### src/rtl/fifo_wr_ptr_ctrl.sv
// Write-side pointer control for a dual-clock FIFO (source domain clk_s).
// Produces the binary write address and strobe, exports a Gray write pointer, and derives full/level/overflow.
module fifo_wr_ptr_ctrl #(
    parameter int ADDR_W      = 3,
    parameter int SYNC_STAGES = 2,
    parameter int AF_THRESH   = 6
) (
    input  logic              clk_s,
    input  logic              rst,
    input  logic              wr_en,
    input  logic [ADDR_W:0]   rd_gray_async,
    output logic [ADDR_W-1:0] write_pointer,
    output logic              mem_we,
    output logic [ADDR_W:0]   wr_gray,
    output logic              full,
    output logic              almost_full,
    output logic [ADDR_W:0]   wr_level,
    output logic              overflow
);

    logic [ADDR_W:0] r_wbin;
    logic [ADDR_W:0] r_wr_gray;
    logic [ADDR_W:0] r_level;
    logic            r_full;
    logic            r_af;
    logic            r_ovf;
    logic [ADDR_W:0] r_sync [SYNC_STAGES];

    logic            w_accept;
    logic [ADDR_W:0] w_wbin_next;
    logic [ADDR_W:0] w_wgray_next;
    logic [ADDR_W:0] w_rq_gray;
    logic [ADDR_W:0] w_rq_bin;
    logic [ADDR_W:0] w_full_gray;
    logic [ADDR_W:0] w_level_next;

    function automatic logic [ADDR_W:0] gray2bin(input logic [ADDR_W:0] g);
        logic [ADDR_W:0] b;
        b[ADDR_W] = g[ADDR_W];
        for (int i = ADDR_W - 1; i >= 0; i--) begin
            b[i] = b[i+1] ^ g[i];
        end
        return b;
    endfunction

    // A write is never accepted while reset is held, even if the full flag is stale.
    assign w_accept     = wr_en & ~r_full & ~rst;
    assign w_wbin_next  = r_wbin + {{ADDR_W{1'b0}}, w_accept};
    assign w_wgray_next = w_wbin_next ^ (w_wbin_next >> 1);

    assign w_rq_gray    = r_sync[SYNC_STAGES-1];
    assign w_rq_bin     = gray2bin(w_rq_gray);
    assign w_full_gray  = {~w_rq_gray[ADDR_W:ADDR_W-1], w_rq_gray[ADDR_W-2:0]};
    assign w_level_next = w_wbin_next - w_rq_bin;

    always_ff @(posedge clk_s) begin
        if (rst) begin
            for (int i = 0; i < SYNC_STAGES; i++) begin
                r_sync[i] <= '0;
            end
        end else begin
            r_sync[0] <= rd_gray_async;
            for (int i = 1; i < SYNC_STAGES; i++) begin
                r_sync[i] <= r_sync[i-1];
            end
        end
    end

    always_ff @(posedge clk_s) begin
        if (rst) begin
            r_wbin    <= '0;
            r_wr_gray <= '0;
            r_level   <= '0;
            r_full    <= 1'b0;
            r_af      <= 1'b0;
            r_ovf     <= 1'b0;
        end else begin
            r_wbin    <= w_wbin_next;
            r_wr_gray <= w_wgray_next;
            r_level   <= w_level_next;
            r_full    <= (w_wgray_next == w_full_gray);
            r_af      <= (w_level_next >= (ADDR_W+1)'(AF_THRESH));
            r_ovf     <= r_ovf | (wr_en & r_full);
        end
    end

    assign write_pointer = r_wbin[ADDR_W-1:0];
    assign mem_we        = w_accept;
    assign wr_gray       = r_wr_gray;
    assign full          = r_full;
    assign almost_full   = r_af;
    assign wr_level      = r_level;
    assign overflow      = r_ovf;

endmodule

### config.mk
export PLATFORM = sky130hd
export DESIGN_NAME = fifo_wr_ptr_ctrl
export DESIGN_NICKNAME = d
export VERILOG_FILES = /design/src/rtl/fifo_wr_ptr_ctrl.sv
export SDC_FILE = /design/constraint.sdc
export NUM_CORES = 1
export LEC_CHECK = 0
export CORE_UTILIZATION = 46
export CTS_CLUSTER_SIZE = 24
export DETAILED_ROUTE_END_ITERATION = 7
export PLACE_DENSITY = 0.8
export SLEW_MARGIN = 20
export SYNTH_ARGS = -nofsm -noshare
export SYNTH_HDL_FRONTEND = slang
export SYNTH_SLANG_ARGS = --single-unit
export TNS_END_PERCENT = 100
### constraint.sdc
create_clock -name clk_s -period 3.6 [get_ports clk_s]
set_clock_uncertainty 0.2 [all_clocks]
set_input_delay 0.72 -clock clk_s [delete_from_list [all_inputs] [get_ports clk_s]]
set_output_delay 0.72 -clock clk_s [all_outputs]
set_load 0.01 [all_outputs]
==> run metrics <==
Post-DP Area 1100 µm²; Worst VDD drop 0.355 mV; gpl congestion 0.734; Die Y 45.3 µm; detailed-router iteration count before antenna repair 4; die width 45.3 µm; num rows 15; Vias/cell 4.52; CTS resizes 0; max_slew headroom 0.789; layout cells sized above 1 0.0990; area of the die 2050 µm²; first-pass GRT wire length 2190 µm; number of buffers created by CTS 3; setup ws final 0.576 ns; RSZ-0062 raised after global routing no; Fmax 331 MHz; Antenna diodes 0; distinct cell type count after synthesis 20; CP top delay family adder cells; worst slew pin tran 0.317 ns; leakage 0.000476 µW; initial drt markers 6; Clock Sink Count 22; final hold vios 0; H-tree depth 1; CP endpoint kind flop; grt total ovfl 0; sequential cell area fraction in the yosys report 0.511; Syn Area/Cell 11.2 µm²; CP max-delay cell clkdlybuf4s50_1; syn_nets 90; drt drc 0; critical path class in -> reg; clk buf depth 2; Worst-Skew Late Latency 0.31 ns; fill count 155; starting density of the core 0.494; Hold Crit Class reg -> reg; clock slew at reported path FFs 0.12 ns; WL/cell 10.6 µm; most frequent cells in the layout dfxtp_1, clkdlybuf4s50_1, nor2_1, nor2b_1, xnor2_1; final slew viol count 0; Crit path required time 3.65 ns; worst-path maximum fanout 5; fin area 1160 µm²; hold buffers post-CTS 0; fin cells 126; vias after detailed routing 570; Inst Count DP 122; initial antenna violation count 0; post-place setup slack 0.209 ns; Mapped Cells 77; number of synthesized flops with an enable pin 0; Max Cap Viol 0; # IOs 22; final hold slack 0.252 ns; max incr delay on CP 0.47 ns; CP cell instances clkdlybuf4s50_1, nor3b_1, ha_1, ha_1, xor2_2, ha_1, a21oi_1, nand2_1, xnor3_2, a21oi_1; Post CTS Setup Buffer Count 0; Net count, final 115; Syn Std Cell Area 862 µm²; vias in the first global route 539; largest net degree at the start of global routing 23; DP HPWL 1030 µm; final-report setup violation count 0; Area growth syn-to-layout 34.1%; CP dominant cell by count ha_1; CTS tree yes; port bufs 21; post-route ant nets 0; crit path time final 3.02 ns; Critical Path Start Type input port; WL final 1330 µm; gr usage total 0.154; outcome complete, no violations; Final Cycle Share 0.840; core area 1750 µm²; Pwr per Cell Area 481 nW/µm²; commonest non-fill, non-tap cell in the layout dfxtp_1; Ys Warns 0; ys async rst share 0; WP buf/inv 1; post-route setup TNS 0 ns; Top FF cell, synth dfxtp_1; #FFs+latches synth 22; Arr. time, crit path 3.08 ns; Root Driver clkbuf_4
worst paths after layout:
path | from | end | cells past startpoint | slack (ns)
worst max-delay path | wr_en | almost_full$_SDFF_PP0_ | 10 | 0.58
worst min-delay path | r_sync[0][1]$_SDFF_PP0_ | r_sync[0][5]$_SDFF_PP0_ | 1 | 0.25
worst max register to register | full$_SDFF_PP0_ | almost_full$_SDFF_PP0_ | 9 | 1.10
worst min register to register | r_sync[0][1]$_SDFF_PP0_ | r_sync[0][5]$_SDFF_PP0_ | 1 | 0.25
area by class of cell:
type | count | area, µm² | share of cell area
Clock inverter | 1 | 30.0 | 0.0260
Clock buffer | 3 | 22.5 | 0.0195
Inverter | 3 | 11.3 | 0.00974
Multi-Input combinational cell | 50 | 403 | 0.348
Tap cell | 25 | 31.3 | 0.0271
Sequential cell | 22 | 440 | 0.381
Timing Repair Buffer | 22 | 218 | 0.188
where the power goes:
part | switching (µW) | leakage [µW] | internal, µW
Clock | 73.6 | 0.0000279 | 113
Sequential | 6.13 | 0.000181 | 261
Combinational | 44.1 | 0.000267 | 58.6
layer usage:
metal  track usage  share of wire  vias up
li1              -              -      289
met1         0.167           0.45      257
met2         0.278           0.49       19
met3        0.0240          0.033        5
met4        0.0909          0.024        0
met5             0              0        -
cells in the mapped netlist, types with 2 or more instances:
master	count	area share
dfxtp_1	22	0.51
nor2b_1	10	0.073
xnor2_1	7	0.071
nor2_1	10	0.044
clkbuf_1	2	0.0087
ha_1	5	0.073
inv_1	3	0.013
xor2_1	3	0.030
xor2_2	2	0.038
a21oi_1	3	0.017
metrics by stage:
step           utilization  total power [µW]
4_1_cts              0.662               563
5_1_grt              0.662               578
2_1_floorplan            -               331
3_5_place_dp         0.632               376
6_report             0.662               556
3_3_place_gp         0.632               373
state kept, by name, indices dropped and copies added (netlist names):
register / cells
wr_gray: 3
r_sync: 8
r_wbin: 4
full: 1
almost_full: 1
overflow: 1
wr_level: 4
cells by family after synthesis:
kind of cell               after synthesis  synth area share
xor gates and xnor gates                13             0.167
adders and majority gates                6            0.0958
buffers and inverters                    5            0.0218
DFF                                     22             0.511
and+or+nand+nor                         27             0.170
AOI/OAI and AO/OA                        4            0.0348
(Power assumes the default switching activity.)
